File: config.mk
export PLATFORM = sky130hd
export DESIGN_NAME = multi_digit_clock
export DESIGN_NICKNAME = d
export VERILOG_FILES = /design/src/rtl/multi_digit_clock.sv
export SDC_FILE = /design/constraint.sdc
export NUM_CORES = 1
export LEC_CHECK = 0
export CORE_MARGIN = 10
export CORE_UTILIZATION = 45
export DETAILED_ROUTE_END_ITERATION = 7
export PLACE_DENSITY_LB_ADDON = 0.3
export SYNTH_ARGS = -nofsm -noshare
export SYNTH_HDL_FRONTEND = slang
export SYNTH_SLANG_ARGS = --single-unit
export TNS_END_PERCENT = 10
File: constraint.sdc
create_clock -name clk -period 3.45 [get_ports clk]
set_clock_uncertainty 0.15 [all_clocks]
set_input_delay 0.69 -clock clk [delete_from_list [all_inputs] [get_ports clk]]
set_output_delay 0.69 -clock clk [all_outputs]
set_load 0.03 [all_outputs]
File: src/rtl/multi_digit_clock.sv
// BCD HH:MM:SS time-of-day with run/set FSM, scanned onto a multiplexed
// 7-segment display of 4 or 6 digits with blinking colon and field blanking.
module multi_digit_clock #(
  parameter int CLK_HZ         = 25_000_000,
  parameter int SCAN_HZ        = 1_000,
  parameter int NUM_DIGITS     = 4,
  parameter int SEG_ACTIVE_LOW = 1,
  parameter int DIG_ACTIVE_LOW = 1
) (
  input  logic                  clk,
  input  logic                  rst,
  input  logic                  run_en,
  input  logic                  disp_mode,
  input  logic                  set_pulse,
  input  logic                  inc_pulse,
  output logic [NUM_DIGITS-1:0] sel_digit,
  output logic [7:0]            sel_seg,
  output logic                  sec_tick,
  output logic [23:0]           time_bcd
);

  localparam int DWELL = CLK_HZ / SCAN_HZ;
  localparam int PRE_W = $clog2(CLK_HZ);
  localparam int DW_W  = $clog2(DWELL);
  localparam logic [PRE_W-1:0] PRE_MAX  = PRE_W'(CLK_HZ - 1);
  localparam logic [PRE_W-1:0] PRE_HALF = PRE_W'(CLK_HZ / 2);
  localparam logic [DW_W-1:0]  DW_MAX   = DW_W'(DWELL - 1);
  localparam logic [2:0]       IDX_MAX  = 3'(NUM_DIGITS - 1);
  localparam logic [NUM_DIGITS-1:0] DIG_OFF = (DIG_ACTIVE_LOW != 0) ? {NUM_DIGITS{1'b1}} : '0;
  localparam logic [7:0] SEG_OFF = (SEG_ACTIVE_LOW != 0) ? 8'hFF : 8'h00;

  localparam logic [1:0] ST_RUN = 2'd0;
  localparam logic [1:0] ST_HR  = 2'd1;
  localparam logic [1:0] ST_MIN = 2'd2;

  // Two-digit BCD increment wrapping from 'top' to 00; never leaves BCD.
  function automatic logic [7:0] bcd_inc(input logic [7:0] v, input logic [7:0] top);
    if (v == top) return 8'h00;
    if (v[3:0] == 4'd9) return {v[7:4] + 4'd1, 4'd0};
    return {v[7:4], v[3:0] + 4'd1};
  endfunction

  function automatic logic [6:0] seg7(input logic [3:0] n);
    case (n)
      4'd0: return 7'h3F;
      4'd1: return 7'h06;
      4'd2: return 7'h5B;
      4'd3: return 7'h4F;
      4'd4: return 7'h66;
      4'd5: return 7'h6D;
      4'd6: return 7'h7D;
      4'd7: return 7'h07;
      4'd8: return 7'h7F;
      4'd9: return 7'h6F;
      default: return 7'h00;
    endcase
  endfunction

  logic [7:0]            hh, mm, ss;
  logic [PRE_W-1:0]      pre, pre_inc;
  logic [1:0]            state;
  logic [DW_W-1:0]       dwell;
  logic [2:0]            idx;
  logic                  mode_q;
  logic                  mode_eff;
  logic [2:0]            pos;
  logic [3:0]            nib;
  logic                  first_half, blank, dp;
  logic [7:0]            seg_raw, seg_nxt;
  logic [NUM_DIGITS-1:0] dig_raw, dig_nxt;

  assign time_bcd = {hh, mm, ss};
  assign pre_inc  = (pre == PRE_MAX) ? '0 : pre + PRE_W'(1);

  // Display mode is sampled only on the first cycle of each dwell.
  always_comb begin
    mode_eff = (dwell == '0) ? disp_mode : mode_q;
    pos = idx + ((NUM_DIGITS == 4 && mode_eff) ? 3'd2 : 3'd0);
    case (pos)
      3'd0:    nib = ss[3:0];
      3'd1:    nib = ss[7:4];
      3'd2:    nib = mm[3:0];
      3'd3:    nib = mm[7:4];
      3'd4:    nib = hh[3:0];
      default: nib = hh[7:4];
    endcase
    first_half = pre < PRE_HALF;
    blank = !first_half && ((state == ST_HR && pos >= 3'd4) ||
                            (state == ST_MIN && pos[2:1] == 2'b01));
    dp = (idx == 3'd2 || (NUM_DIGITS == 6 && idx == 3'd4)) &&
         (state != ST_RUN || first_half);
    seg_raw = {dp, blank ? 7'h00 : seg7(nib)};
    dig_raw = NUM_DIGITS'(1) << idx;
    seg_nxt = (SEG_ACTIVE_LOW != 0) ? ~seg_raw : seg_raw;
    dig_nxt = (DIG_ACTIVE_LOW != 0) ? ~dig_raw : dig_raw;
  end

  always_ff @(posedge clk) begin
    if (rst) begin
      hh        <= 8'h00;
      mm        <= 8'h00;
      ss        <= 8'h00;
      pre       <= '0;
      state     <= ST_RUN;
      dwell     <= '0;
      idx       <= 3'd0;
      mode_q    <= 1'b0;
      sec_tick  <= 1'b0;
      sel_digit <= DIG_OFF;
      sel_seg   <= SEG_OFF;
    end else begin
      sel_digit <= dig_nxt;
      sel_seg   <= seg_nxt;
      sec_tick  <= 1'b0;
      mode_q    <= mode_eff;
      if (dwell == DW_MAX) begin
        dwell <= '0;
        idx   <= (idx == IDX_MAX) ? 3'd0 : idx + 3'd1;
      end else begin
        dwell <= dwell + DW_W'(1);
      end
      // set_pulse takes priority; a coincident inc_pulse is dropped.
      if (set_pulse) begin
        case (state)
          ST_RUN: begin
            state <= ST_HR;
            ss    <= 8'h00;
            pre   <= '0;
          end
          ST_HR: begin
            state <= ST_MIN;
            pre   <= pre_inc;
          end
          default: begin
            state <= ST_RUN;
            pre   <= '0;
          end
        endcase
      end else if (state != ST_RUN) begin
        pre <= pre_inc;
        if (inc_pulse && state == ST_HR)  hh <= bcd_inc(hh, 8'h23);
        if (inc_pulse && state == ST_MIN) mm <= bcd_inc(mm, 8'h59);
      end else if (run_en) begin
        pre <= pre_inc;
        if (pre == PRE_MAX) begin
          sec_tick <= 1'b1;
          ss <= bcd_inc(ss, 8'h59);
          if (ss == 8'h59) begin
            mm <= bcd_inc(mm, 8'h59);
            if (mm == 8'h59) hh <= bcd_inc(hh, 8'h23);
          end
        end
      end
    end
  end

endmodule

* Word-level counts from Yosys, hierarchy flattened
Memory sizes are Yosys's and may differ from the RTL's.
Index checks and enable logic that the tools add are counted.
** Word-level totals
- Flip-flop bits (word level) :: 83
- Bits in latches :: 0
- Memory bits (read-only) :: 112
- Memories kept :: 1
- RAM bits :: 0
** Memory list
- (no name shown) :: words 16, width 7, read ports 1, clocked after memory_dff 0, wr ports 0, line 44 : case (n)
** Cells by class
- Bitwise operators :: 4
- Add/sub/neg operators :: 10
- Shifts and indexed selects :: 1
- Equality and inequality tests :: 23
- Multiply operators :: 0
- Reduce and logical (&&, ||, !) cells :: 31
- Magnitude comparators :: 2
- Div/mod/pow operators :: 0
- Multiplexer cells :: 107
** Operators by type and width (count)
- 8-bit 2-to-1 mux :: 32
- 25-bit 2-to-1 mux :: 5
- 1-bit 2-to-1 mux :: 65
- 25-bit by 1-bit adder with 25-bit output, second input constant :: 1
- 25-bit equality test, second input constant :: 1
- 25-bit by 24-bit less-than comparator with 1-bit output, second input constant :: 1
- 4-bit by 1-bit adder with 4-bit output, second input constant :: 6
- 4-bit one-hot mux with 5 select lines :: 1
- 8-bit by 7-bit equality test with 1-bit output, second input constant :: 2
- 15-bit by 1-bit adder with 15-bit output, second input constant :: 1
- 15-bit equality test, second input constant :: 1
- 15-bit logical NOT :: 1
- 2-bit nonzero test :: 7
- 3-bit by 2-bit equality test with 1-bit output, second input constant :: 4
- 4-bit equality test, second input constant :: 3
- 3-bit nonzero test :: 4
- 5-bit AND reduction :: 2
- 8-bit by 6-bit equality test with 1-bit output, second input constant :: 1
- 8-bit NOT :: 1
- 8-bit AND reduction :: 1
- 7-bit 2-to-1 mux :: 1
- 7-bit AND reduction :: 1
- 1-bit logical AND :: 6
- 2-bit by 1-bit inequality test with 1-bit output, second input constant :: 3
- 23 further kinds :: 27

* Logic depth before layout (Yosys ltp)
- Word-level depth :: 24
- Depth in mapped cells :: 17
- Gate-level depth less buffers :: 16

* Worst setup path after synthesis
No wires, ideal clock.
- Path kind :: register to register
- From :: register dwell[0]
- To :: register sel_seg[3]
- Path buffers :: 1
- Stages on the path, launching flop included :: 15
- Arrival :: 3141 ps
- Path slack :: 38 ps
- Required time :: 3179 ps
- Cells stage by stage :: dfxtp_1 > inv_1 > ha_1 > nor4b_1 > nand4_1 > mux2_2 > ha_1 > clkbuf_1 > o21ai_0 > a211oi_2 > inv_1 > ha_1 > mux2_1 > nor2_1 > o21ai_1
** On the way
- Cells in the longest elaborated chain, start to end :: 10
** Ends and longest elaborated chain
- start, declared :: line 62 : logic [DW_W-1:0] dwell;
- start signal, assigned :: line 120 : dwell <= dwell + DW_W'(1);
- 15-bit logical NOT * :: line 77 : mode_eff = (dwell == '0) ? disp_mode : mode_q;
- 1-bit 2-to-1 mux * :: line 77
- via mode_eff :: line 65 : logic mode_eff;
- 2-bit 2-to-1 mux * :: line 78 : pos = idx + ((NUM_DIGITS == 4 && mode_eff) ? 3'd2 : 3'd0);
- 3-bit by 2-bit adder with 3-bit output * :: line 78
- branches (longest 4 deep; another with memory read 16 x 7 bit)
- 7-bit 2-to-1 mux * :: line 92 : seg_raw = {dp, blank ? 7'h00 : seg7(nib)};
- 8-bit NOT * :: line 94 : seg_nxt = (SEG_ACTIVE_LOW != 0) ? ~seg_raw : seg_raw;
- end signal, assigned :: line 113 : sel_seg <= seg_nxt;
- end, declared :: line 17 : output logic [7:0] sel_seg,
Mark *: on every way through the listed nets, which the timed path passes.
A chain may end at the register's enable or synchronous reset.

* Worst setup path after layout
- From :: register dwell[1]
- To :: register sel_seg[3]
The elaborated chain is that of the path after synthesis.

==> qor.txt <==
Status: complete, no violations
Chip height: 119 µm
Clock power share: 38.1%
Bufs and invs on worst path: 2
Initial DRC Count: 209
Crit start category: flip-flop
HP Class: reg2reg
CP max FO: 7
Mapped Cells: 521
Area of the core: 9680 µm²
Global-route wire length before repair: 18.4 mm
Switching Power: 0.468 mW
Fraction of the yosys area taken by sequential cells: 37.5%
Clock root buffer: clkbuf_8
Die Span X: 119 µm
Total congestion overflow: 0
R2r endpoint: sel_seg[3]
Top-area cell type share of the netlist area: 37.5%
Worst endpoint required time: 3560 ps
Detailed Routing Iterations Pass 1: 5
Min Tclk post-route: 3300 ps
Num rows: 36
Hold endpoint: dwell[0]
Multi-input logic area: 2750 µm²
Most common cell after layout, fill and taps aside: dfxtp_1
Sequential power share: 52.7%
Design Area, Final: 5470 µm²
Vias: 3948
Number of distinct library cells after synthesis: 68
Synth Cell Area: 4440 µm²
Worst path top cell family by delay: multiplexers
Storage element area: 1660 µm²
Placed Cells: 704
Slowest stage delay, CP: 500 ps
Comb pwr share: 9.2%
Hold path start: dwell[0]
Htree depth: 3
Fraction of registers with async set/reset: 0%
Max-slew violations: 0
Fin. Hold Viols: 0
Setup TNS: 0 ps
TritonCTS Buffers: 9
Reg2reg start: dwell[1]
Layout cell share with drive strength beyond 1: 14.0%
Critical path's slowest cell: mux4_2
Area leader, netlist: dfxtp_1
Final cell count without fillers: 720
Placement Cell Area: 5140 µm²
Vias in the first global route: 3789
CP Cell Sequence: inv_1 -> ha_2 -> nor4b_4 -> nand4_1 -> mux2_4 -> ha_4 -> buf_4 -> or2_0 -> mux4_2 -> a2bb2oi_4 -> mux2_4 -> nor2_2 -> o21ai_1
Fill count: 869
Worst R2R Setup Slack: 150 ps
Final HPWL DP: 8.00 mm
Data arrival, critical path: 3410 ps
Largest net degree at the start of global routing: 21
Avg Cell Area, Syn: 8.52 µm²
CTS tree: done
Slew HR: 49.8%
Pleak: 1.97 nW
DRC violations left: 0
Most frequent cells in the layout: dfxtp_1, nor2_1, clkdlybuf4s50_1
Switching share of total power: 25.1%
Ant. Diodes: 0
Fmax: 303 MHz
Hold Path Stages: 2
Synthesis Warnings: 0
Register bit total from synthesis: 83
Total wire length after detailed routing: 11.0 mm
Hold WS: 355 ps
Cell repeated most along the worst path: mux2_4
Die area: 14200 µm²
Ys flop type: dfxtp_1
Mapped Nets: 550
Gr usage total: 15.3%
Number of synthesized flops with an enable pin: 0
Fin crit share: 95.7%
Worst-path clk slew: 80 ps
WL/cell: 15.2 µm
Initial antenna violation count: 0
Area Growth Syn to Fin: 23.4%
Crit path kind: reg2reg
Post-route ant nets: 0
VDD IR max: 0.190 mV
Setup Viol. Count Final: 0
CTS Sinks: 83
Routed vias/inst: 5.48
Endpoint kind of the worst setup timing path: flip-flop
Number of I/O pins: 43
Worst slew pin tran: 752 ps
Clock Latency Late Sink: 360 ps
Power Internal: 1.40 mW
Top area cells in the synthesized netlist: dfxtp_1, nor2_1, ha_1, xor2_1, xnor2_1
FF-to-FF path depth: 13
GPL Wtd Cong: 0.823
Clk buf depth: 2
Initial Util: 45.8%
NumNets Final: 612
Power per cell area: 342 nW/µm²
Port bufs: 42
Max_cap viols: 0
state kept, by name, summed over array words and instances (netlist names):
register   flops
state          2
sec_tick       1
mode_q         1
mm             8
sel_digit      4
pre           25
idx            3
hh             8
sel_seg        8
dwell         15
ss             8
synthesized netlist by cell type (3+ instances only):
| cell | instances |
|---|---|
| mux2i_1 | 10 |
| mux2_2 | 3 |
| a32oi_1 | 3 |
| o2bb2ai_1 | 3 |
| a31oi_1 | 3 |
| nand3_1 | 16 |
| dfxtp_1 | 83 |
| nor2_1 | 81 |
| nor4_1 | 6 |
| ha_1 | 23 |
| inv_1 | 19 |
| nand2b_1 | 6 |
| or3_1 | 8 |
| nand2_1 | 40 |
| nor3_1 | 11 |
| nor4b_1 | 3 |
| xor2_1 | 20 |
| buf_2 | 6 |
| and4_1 | 6 |
| a21o_1 | 4 |
| nor4_2 | 4 |
| o21ai_1 | 5 |
| o21ai_0 | 21 |
| and3b_1 | 3 |
| or2_2 | 3 |
| nor2b_1 | 7 |
| nand4_1 | 13 |
| nand3b_1 | 4 |
| xnor2_1 | 18 |
| and3_1 | 5 |
| clkbuf_1 | 9 |
| o2111ai_1 | 3 |
| a21oi_1 | 24 |
through the flow:
step	utilization [%]	setup slack (ps)	total power, mW
floorplan	-	38.1	1.10
global placement	53.1	-169	1.16
detailed placement	53.1	-278	1.17
CTS	55.1	3.03	1.87
global route	56.5	-32.6	1.94
finish	56.5	150	1.87
power groups by stage:
| stage | sequential, mW | combinational (mW) | clock (mW) |
|---|---|---|---|
| detailed placement | 1.01 | 0.158 | 0 |
| floorplan | 1.02 | 0.0877 | 0 |
| global placement | 1.01 | 0.155 | 0 |
| finish | 0.985 | 0.173 | 0.711 |
| CTS | 0.985 | 0.159 | 0.726 |
| global route | 0.988 | 0.190 | 0.767 |
worst reg2reg max path, delay by kind of cell (launching register included):
| kind | cells | cell delay (ps) |
|---|---|---|
| AOI/OAI and AO/OA | 2 | 280 |
| adders and majority gates | 2 | 420 |
| and+or+nand+nor | 4 | 650 |
| buffers and inverters | 2 | 210 |
| DFF | 1 | 320 |
| muxes | 3 | 1170 |
routing by layer:
| layer | vias to the layer above | global-route usage, % | share of wire [%] |
|---|---|---|---|
| met3 | 17 | 4.44 | 5.1 |
| met1 | 1885 | 19.1 | 45 |
| li1 | 1970 | - | - |
| met4 | 0 | 5.81 | 2.1 |
| met5 | - | 0 | 0 |
| met2 | 76 | 24.4 | 48 |
logic make-up (layout without fill, tap and decap cells):
family,after synthesis,in the layout,synth area share [%]
compound gates,89,89,13.0
xor+xnor,39,39,7.87
fa+ha+maj,23,23,6.49
buf+inv,38,104,3.58
flops,83,83,37.5
mux,16,16,4.03
simple gates,233,233,27.6
final cells by class:
cell class | count | area share [%]
multi-input cells | 400 | 50.2
well taps | 133 | 3.04
flip-flops and latches | 83 | 30.4
clock buffers | 11 | 2.58
clock inverters | 4 | 0.937
inverters | 19 | 1.30
repair buffers | 70 | 11.5
worst max-delay path by stage:
stage	startpoint	to	slack (ps)	cells past startpoint
floorplan	dwell[0]	sel_seg[3]	40	14
global placement	disp_mode	sel_seg[3]	-170	11
detailed placement	disp_mode	sel_seg[3]	-280	11
CTS	dwell[1]	sel_seg[3]	3	15
global route	dwell[1]	sel_seg[3]	-30	15
finish	dwell[1]	sel_seg[3]	150	13
repair_timing:
action                                  4_1_cts  5_1_grt
endpoints found under the setup margin        2        7
gates resized for setup                       1       23
buffers inserted                              0        1
pin swaps                                     0        7
hold buffers                                  0        0
(Power assumes the default switching activity.)
